<file path="src/rtl/dcd_scan_ctrl_if.sv">
// Decision channel between the scan controller and the state list:
// a one-hot decision with value and level, qualified by valid and closed by ack.
interface dcd_scan_ctrl_if #(
    parameter int NUM_VARS  = 32,
    parameter int WIDTH     = 3,
    parameter int WIDTH_LVL = 16
);
    logic                 dcd_valid_o;
    logic [NUM_VARS-1:0]  dcd_index_o;
    logic [WIDTH-1:0]     dcd_value_o;
    logic [WIDTH_LVL-1:0] dcd_lvl_o;
    logic                 dcd_ack_i;

    modport master (
        output dcd_valid_o,
        output dcd_index_o,
        output dcd_value_o,
        output dcd_lvl_o,
        input  dcd_ack_i
    );

    modport slave (
        input  dcd_valid_o,
        input  dcd_index_o,
        input  dcd_value_o,
        input  dcd_lvl_o,
        output dcd_ack_i
    );
endinterface

</file>
<file path="src/rtl/dcd_scan_ctrl.sv">
// Decision scheduler: scans a bin one segment per cycle for the lowest free variable
// and offers it as a decision. Define DCD_POSITIVE_FIRST_EN to decide true instead of false.
module dcd_scan_ctrl #(
    parameter int NUM_VARS  = 32,
    parameter int WIDTH     = 3,
    parameter int SEG       = 8,
    parameter int WIDTH_LVL = 16
) (
    input  logic                      clk,
    input  logic                      rst_n,
    input  logic                      start_i,
    input  logic [NUM_VARS*WIDTH-1:0] value_i,
    input  logic [WIDTH_LVL-1:0]      cur_lvl_i,
    output logic                      busy_o,
    output logic                      all_assigned_o,
    dcd_scan_ctrl_if.master           dcd
);

    localparam int NUM_SEGS = NUM_VARS / SEG;
    localparam int SEG_W    = (NUM_SEGS > 1) ? $clog2(NUM_SEGS) : 1;
    localparam logic [SEG_W-1:0] LAST_SEG = SEG_W'(NUM_SEGS - 1);

`ifdef DCD_POSITIVE_FIRST_EN
    localparam logic [WIDTH-1:0] DCD_VALUE = WIDTH'(3'b010);
`else
    localparam logic [WIDTH-1:0] DCD_VALUE = WIDTH'(3'b001);
`endif

    typedef enum logic [1:0] {
        IDLE,
        SCAN,
        WAIT_ACK,
        DONE
    } state_t;

    state_t               state_reg, state_next;
    logic [SEG_W-1:0]     seg_cnt_reg, seg_cnt_next;
    logic [NUM_VARS-1:0]  index_reg, index_next;
    logic [WIDTH-1:0]     value_reg, value_next;
    logic [WIDTH_LVL-1:0] lvl_reg, lvl_next;

    logic [NUM_VARS-1:0]  free_vec;
    logic [NUM_VARS-1:0]  flag_bits_unused;
    logic [SEG-1:0]       seg_free [NUM_SEGS];
    logic [SEG-1:0]       cur_free;
    logic [SEG-1:0]       cur_lowest;
    logic                 seg_found;
    logic [NUM_VARS-1:0]  pick_index;
    logic [WIDTH_LVL-1:0] lvl_sat;

    // Freeness looks only at the two value bits; the implied flag and any
    // further bits play no part in selection.
    generate
        for (genvar gi = 0; gi < NUM_VARS; gi++) begin : g_free
            assign free_vec[gi] = (value_i[gi*WIDTH +: 2] == 2'b00);
            if (WIDTH > 2) begin : g_flags
                assign flag_bits_unused[gi] = ^value_i[gi*WIDTH+2 +: WIDTH-2];
            end else begin : g_no_flags
                assign flag_bits_unused[gi] = 1'b0;
            end
        end
    endgenerate

    generate
        for (genvar gi = 0; gi < NUM_SEGS; gi++) begin : g_seg
            assign seg_free[gi] = free_vec[gi*SEG +: SEG];
        end
    endgenerate

    assign cur_free   = seg_free[seg_cnt_reg];
    // Two's-complement trick isolates the lowest set bit of the segment.
    assign cur_lowest = cur_free & (~cur_free + SEG'(1));
    assign seg_found  = |cur_free;
    assign pick_index = NUM_VARS'(cur_lowest) << (SEG * int'(seg_cnt_reg));

    assign lvl_sat = (cur_lvl_i == '1) ? cur_lvl_i : cur_lvl_i + WIDTH_LVL'(1);

    always_comb begin
        state_next   = state_reg;
        seg_cnt_next = seg_cnt_reg;
        index_next   = index_reg;
        value_next   = value_reg;
        lvl_next     = lvl_reg;
        case (state_reg)
            IDLE: begin
                if (start_i) begin
                    lvl_next     = lvl_sat;
                    seg_cnt_next = '0;
                    state_next   = SCAN;
                end
            end
            SCAN: begin
                if (seg_found) begin
                    index_next = pick_index;
                    value_next = DCD_VALUE;
                    state_next = WAIT_ACK;
                end else if (seg_cnt_reg == LAST_SEG) begin
                    state_next = DONE;
                end else begin
                    seg_cnt_next = seg_cnt_reg + SEG_W'(1);
                end
            end
            WAIT_ACK: begin
                if (dcd.dcd_ack_i) begin
                    state_next = IDLE;
                end
            end
            DONE: begin
                state_next = IDLE;
            end
            default: begin
                state_next = IDLE;
            end
        endcase
    end

    always_ff @(posedge clk) begin
        if (!rst_n) begin
            state_reg   <= IDLE;
            seg_cnt_reg <= '0;
            index_reg   <= '0;
            value_reg   <= '0;
            lvl_reg     <= '0;
        end else begin
            state_reg   <= state_next;
            seg_cnt_reg <= seg_cnt_next;
            index_reg   <= index_next;
            value_reg   <= value_next;
            lvl_reg     <= lvl_next;
        end
    end

    // Status outputs are pure decodes of the state register.
    assign busy_o         = (state_reg != IDLE);
    assign all_assigned_o = (state_reg == DONE);
    assign dcd.dcd_valid_o = (state_reg == WAIT_ACK);
    assign dcd.dcd_index_o = index_reg;
    assign dcd.dcd_value_o = value_reg;
    assign dcd.dcd_lvl_o   = lvl_reg;

endmodule

</file>
<file path="src/flat_wrapper.sv">
// flat-port wrapper written by rule: the top's interface ports become plain ports
module dcd_scan_ctrl_flat 
#(
    parameter int NUM_VARS  = 32,
    parameter int WIDTH     = 3,
    parameter int SEG       = 8,
    parameter int WIDTH_LVL = 16
)
  (clk, rst_n, start_i, value_i, cur_lvl_i, busy_o, all_assigned_o, dcd_dcd_valid_o, dcd_dcd_index_o, dcd_dcd_value_o, dcd_dcd_lvl_o, dcd_dcd_ack_i);
  dcd_scan_ctrl_if #(.NUM_VARS(NUM_VARS), .WIDTH(WIDTH), .WIDTH_LVL(WIDTH_LVL)) dcd_i ();
  input  logic clk;
  input  logic rst_n;
  input  logic start_i;
  input  logic [NUM_VARS*WIDTH-1:0] value_i;
  input  logic [WIDTH_LVL-1:0] cur_lvl_i;
  output logic busy_o;
  output logic all_assigned_o;
  output wire logic [$bits(dcd_i.dcd_valid_o)-1:0] dcd_dcd_valid_o;
  output wire logic [$bits(dcd_i.dcd_index_o)-1:0] dcd_dcd_index_o;
  output wire logic [$bits(dcd_i.dcd_value_o)-1:0] dcd_dcd_value_o;
  output wire logic [$bits(dcd_i.dcd_lvl_o)-1:0] dcd_dcd_lvl_o;
  input wire logic [$bits(dcd_i.dcd_ack_i)-1:0] dcd_dcd_ack_i;
  assign dcd_dcd_valid_o = dcd_i.dcd_valid_o;
  assign dcd_dcd_index_o = dcd_i.dcd_index_o;
  assign dcd_dcd_value_o = dcd_i.dcd_value_o;
  assign dcd_dcd_lvl_o = dcd_i.dcd_lvl_o;
  assign dcd_i.dcd_ack_i = dcd_dcd_ack_i;
  dcd_scan_ctrl #(.NUM_VARS(NUM_VARS), .WIDTH(WIDTH), .SEG(SEG), .WIDTH_LVL(WIDTH_LVL)) u_core (.clk(clk), .rst_n(rst_n), .start_i(start_i), .value_i(value_i), .cur_lvl_i(cur_lvl_i), .busy_o(busy_o), .all_assigned_o(all_assigned_o), .dcd(dcd_i));
endmodule
</file>
<file path="config.mk">
export PLATFORM = sky130hd
export DESIGN_NAME = dcd_scan_ctrl_flat
export DESIGN_NICKNAME = d
export VERILOG_FILES = /design/src/rtl/dcd_scan_ctrl_if.sv /design/src/rtl/dcd_scan_ctrl.sv /design/src/flat_wrapper.sv
export SDC_FILE = /design/constraint.sdc
export NUM_CORES = 1
export LEC_CHECK = 0
export ABC_CLOCK_PERIOD_IN_PS = 5410
export BUFFER_PORTS_ARGS = -buffer_cell sky130_fd_sc_hd__buf_2
export CELL_PAD_IN_SITES_DETAIL_PLACEMENT = 1
export CELL_PAD_IN_SITES_GLOBAL_PLACEMENT = 1
export CORE_AREA = 5 5 129 82
export CTS_CLUSTER_SIZE = 20
export DETAILED_ROUTE_END_ITERATION = 8
export DIE_AREA = 0 0 134 87
export PLACE_DENSITY_LB_ADDON = 0.3
export SLEW_MARGIN = 20
export SYNTH_ARGS = -nofsm -noshare
export SYNTH_HDL_FRONTEND = slang
export SYNTH_SLANG_ARGS = --single-unit
</file>
<file path="constraint.sdc">
create_clock -name clk -period 5.41 [get_ports clk]
set_input_delay 0.541 -clock clk [delete_from_list [all_inputs] [get_ports clk]]
set_output_delay 0.541 -clock clk [all_outputs]
set_load 0.01 [all_outputs]
</file>
# Word-level counts from Yosys, hierarchy flattened
# Index checks and enable logic that the tools add are counted.
# op_classes
addsub,3
n_lt_le_gt_ge,1
eq_ne,10
n_shift,1
n_mux,13
n_bitwise,3
n_reduce_logical,40
# ops
cell,count
$logic_not A2 Y1,33
$shl A8 B5 Y32,1
$add A16 B1 Y16 const B,1
$bmux W8 S2,1
$eq A16 B16 Y1 const B,1
$mux W16,1
$mux W8,2
$mux W2,7
$add A8 B1 Y8 const B,1
$and A8 B8 Y8,1
$not A8 Y8,1
$pmux W2 S4,1
$reduce_or A8 Y1,1
$eq A2 B2 Y1 const B,3
$ne A2 B2 Y1 const B,3
$pmux W2 S2,1
$reduce_and A2 Y1,2
$reduce_and A4 Y1,1
$reduce_bool A2 Y1,2
$ge A3 B3 Y1 const B,1
$ne A3 B1 Y1 const B,1
$not A2 Y3,1
$reduce_and A3 Y1,1
$add A2 B1 Y2 const B,1
2 further kinds,2
# word_totals
ff_bits,53
in_bits,116
out_inout_bits,54
wordCells,76

# Logic depth before layout (Yosys ltp)
# logic_depth
ltp_word,8
mapped_depth,9
mapped_depth_nobuf,6

# Worst setup path before layout
# No wires, ideal clock.
# synth_path
kind,input -> register
start,in value_i[79]
end,reg u_core.seg_cnt_reg[0]
setup_ns,0.140
arrival_time_ns,2.016
required_ns,5.270
path_slack_ns,3.254
stages,7
path_buffers,2
cell_sequence,or2_2 mux4_2 and4_1 clkbuf_1 clkbuf_1 nand4_1 o221ai_1
# synth_between
elab_chain_len,7
# synth_lines
item,line,rtl
"start, declared",flat_wrapper.sv:14,input logic [NUM_VARS*WIDTH-1:0] value_i;
$logic_not A2 Y1,dcd_scan_ctrl.sv:55,assign free_vec[gi] = (value_i[gi*WIDTH +: 2] == 2'b00);
$bmux W8 S2,dcd_scan_ctrl.sv:70,assign cur_free = seg_free[seg_cnt_reg];
$mux W8 (not written as such) (2 in a row),dcd_scan_ctrl.sv:70,
$reduce_or A8 Y1,dcd_scan_ctrl.sv:73,assign seg_found = |cur_free;
$ne A2 B2 Y1 (no source line),n/a,
$reduce_and A4 Y1 (no source line),n/a,
"end signal, assigned",dcd_scan_ctrl.sv:126,seg_cnt_reg <= seg_cnt_next;
"end, declared",dcd_scan_ctrl.sv:37,"logic [SEG_W-1:0] seg_cnt_reg, seg_cnt_next;"
# No other way between the ends. The select of a mux whose other input is x is not followed.
# A chain may end at the register's enable or synchronous reset.

# Worst setup path in the final report
# layout_path
start,reg u_core.seg_cnt_reg[0]
end,"reg u_core.index_reg[11], in the netlist u_core.dcd.dcd_index_o[11]"
# layout_between
elab_chain_len,8
word_cells_on_any_way,10
cone_classes,add/sub (1); shift (1); mux (3); bitwise (3); reduce/logical (2)
# layout_lines
item,line,rtl
$not A2 Y3 (not written as such),dcd_scan_ctrl.sv:70,
$bmux W8 S2,dcd_scan_ctrl.sv:70,
$mux W8 (not written as such) (2 in a row),dcd_scan_ctrl.sv:70,
$not A8 Y8,dcd_scan_ctrl.sv:72,assign cur_lowest = cur_free & (~cur_free + SEG'(1));
$add A8 B1 Y8,dcd_scan_ctrl.sv:72,
$and A8 B8 Y8,dcd_scan_ctrl.sv:72,
$shl A8 B5 Y32,dcd_scan_ctrl.sv:74,assign pick_index = NUM_VARS'(cur_lowest) << (SEG * int'(seg_cnt_reg));
"end signal, assigned",dcd_scan_ctrl.sv:127,index_reg <= index_next;
"end, declared",dcd_scan_ctrl.sv:38,"logic [NUM_VARS-1:0] index_reg, index_next;"
# Several ways; a longest one is shown, not always the timed one. The select of a mux whose other input is x is not followed.

==> metrics <==
outcome complete, no violations; vias in the first global route 3131; Max Slew Vio Count 0; Synth Register Bits 53; Bufs on Longest Clock Path 2; Crit Path Class flip-flop to flip-flop; Initial Util approximately 32%; row count 28; clock sinks 53; number of flops mapped to enable cells by yosys 0; sequential area share after synthesis 34.9%; final hold slack 0.455 ns; hold buffers post-CTS 0; routed vias/inst slightly above 5; Max Fclk around 340 MHz; routed wire length 9.88 mm; peak supply drop between 0.1 and 0.15 mV; clk root buf clkbuf_16; area of the mapped netlist 3040 µm²; Commonest cells post-synth dfxtp_1 (53), nand2_1 (51), nand3_1 (32); Num CTS Buffers 5; Slew HR between 30% and 40%; clock latency on the worst-skew pair approximately 0.29 ns; post-CTS setup buffers 0; CTS tree yes; Net Sw Frac ~27%; metal2 WL about 4.3 mm; Logic pwr share between 15 and 20%; largest net degree at the start of global routing around 80; Post-Layout Cell Count 597; RSZ-0062 raised after global routing no; post-synth cell types 52; synth warn 0; Initial DRT Pass Iterations 4; clock skew a little over 0.007 ns; Reg clk slew, reported paths 0.07 ns; ratio of cells with drive above 1 in the final layout a little under two fifths; first-pass GRT wire length 15.8 mm; Die ar. approximately 12000 µm²; total grt overflow 0; internal power around 640 µW; Synth area leaders dfxtp_1 (35%), mux2i_1 (9.6%), nand2_1 (6.3%); crit path DAT 3.13 ns; Final setup violation count 0; number of max-cap violations 0; top-area cell type share of the netlist area between 30% and 40%; CTS H-tree depth 2; period utilization around 54%; Tightest Pin Transition 0.929 ns; dpl cells between 500 and 600; number of port buffers approximately 140; GRT Total Usage between 15 and 20%; WL/cell between 15 and 20 µm; Clock power frac 36.0%; critical path fanouts, max 23; FFs w/ async S/R, synth 0%; post-CTS sizing 0; Metal-1 WL 4.88 mm; DRC 0; Yosys top cell by area dfxtp_1; Final Hold Fails 0; initial antenna violation count 0; fillers between 1k and 1.5k; routed wl met3 612 µm; Syn Area/Cell between 8 and 9 µm²; Syn Inst Count roughly 350; Antenna Nets Post-Route 0; Core Region around 9400 µm²; fin crit period about 3 ns; Setup crit end kind flip-flop; Die Wd roughly 130 µm; # nets final 594; Pleak ~1.7 nW; Tightest Hold Check Type flip-flop to flip-flop; setup TNS 0 ns; top-count cell post-synth dfxtp_1; Required @ worst endpoint between 5 and 6 ns; cell area power density between 200 and 250 nW/µm²; Area Growth Syn to Fin 27.9%; io pins 170; hpwl dp ~8.0 mm; sequential power share 46.7%; Die Height about 87 µm; gpl congestion roughly 0.87; Startpoint Class flip-flop; number of vias in the routed layout about 3k; top layer in use met4; max reg flops 32; Initial DRC Count about 120; Synth Flop Type dfxtp_1; Net Switching between 200 and 250 µW; antenna fix cells 0
## worst paths after layout
| kind | to | slack [ns] | from | depth (start not counted) |
|---|---|---|---|---|
| worst max register to register | u_core.dcd.dcd_index_o[11]$_SDFFE_PN0P_ | 2.49 | u_core.seg_cnt_reg[0]$_SDFFE_PN0P_ | 6 |
| worst min-delay path | u_core.dcd.dcd_lvl_o[2]$_SDFFE_PN0P_ | 0.45 | u_core.dcd.dcd_lvl_o[2]$_SDFFE_PN0P_ | 2 |
| worst min register to register | u_core.dcd.dcd_lvl_o[2]$_SDFFE_PN0P_ | 0.45 | u_core.dcd.dcd_lvl_o[2]$_SDFFE_PN0P_ | 2 |
| worst max-delay path | u_core.dcd.dcd_index_o[11]$_SDFFE_PN0P_ | 2.49 | u_core.seg_cnt_reg[0]$_SDFFE_PN0P_ | 6 |
## metal layers
metal	track usage (%)	vias to the layer above
met5	0	-
met3	4.27	9
li1	-	1539
met4	2.89	0
met1	24.1	1438
met2	26.4	89
## placed cells by master (no fill, tap or decap), types with 5 or more instances in the layout
| cell type | n |
|---|---|
| nor2_1 | 12 |
| xnor2_1 | 7 |
| buf_2 | 135 |
| o21ai_0 | 10 |
| nand2_1 | 51 |
| or2_2 | 20 |
| inv_1 | 8 |
| mux2i_1 | 29 |
| dfxtp_1 | 53 |
| nand3_1 | 32 |
| mux4_2 | 6 |
| nand4_1 | 13 |
| a21oi_1 | 13 |
| nor3_1 | 7 |
| nor4_1 | 6 |
| clkbuf_16 | 5 |
## final cells by class
cell class,instances,area [µm²],area share (%)
multi-input combinational,270,1800,46.4
clock buffer,6,129,3.32
sequential,53,1060,27.3
clock inverter,2,13.8,0.354
timing repair buffer,138,698,18.0
inverter,8,30.0,0.773
tap,120,150,3.86
## metrics by stage
stage	setup WS [ns]	power, mW	utilization (%)	area, µm²
global route	2.18	0.926	41.2	3880
detailed placement	2.47	0.572	39.7	3740
floorplan	3.25	0.510	-	3040
global placement	2.58	0.568	39.7	3740
finish	2.49	0.880	41.2	3880
CTS	2.47	0.894	41.2	3880
## worst max-delay path, stage by stage (launching register included)
cell	delay (ns)
dfxtp_1	0.88
nor2b_2	0.21
nor3b_1	0.23
or4_1	0.62
o31ai_4	0.25
buf_4	0.39
mux2i_1	0.25
## cells by family (layout without fill, tap and decap cells)
logic type	count (synthesis)	in the layout	share of synthesized area, %
AND/OR/NAND/NOR	174	174	31.2
XOR/XNOR	8	8	2.31
adder cells (fa/ha/maj)	2	2	0.824
multiplexers	36	36	14.4
buffers and inverters	31	154	5.85
flip-flops	53	53	34.9
AO/OA/AOI/OAI	48	48	10.4
other	1	2	0.123
## power groups by stage
| stage | Clock, mW | Combinational [mW] | Sequential, mW |
|---|---|---|---|
| after floorplan | 0 | 0.0863 | 0.423 |
| after global placement | 0 | 0.148 | 0.419 |
| after detailed placement | 0 | 0.153 | 0.420 |
| after CTS | 0.330 | 0.153 | 0.411 |
| after global routing | 0.345 | 0.168 | 0.412 |
| final | 0.317 | 0.152 | 0.411 |
Power figures use the tool's default switching activity.
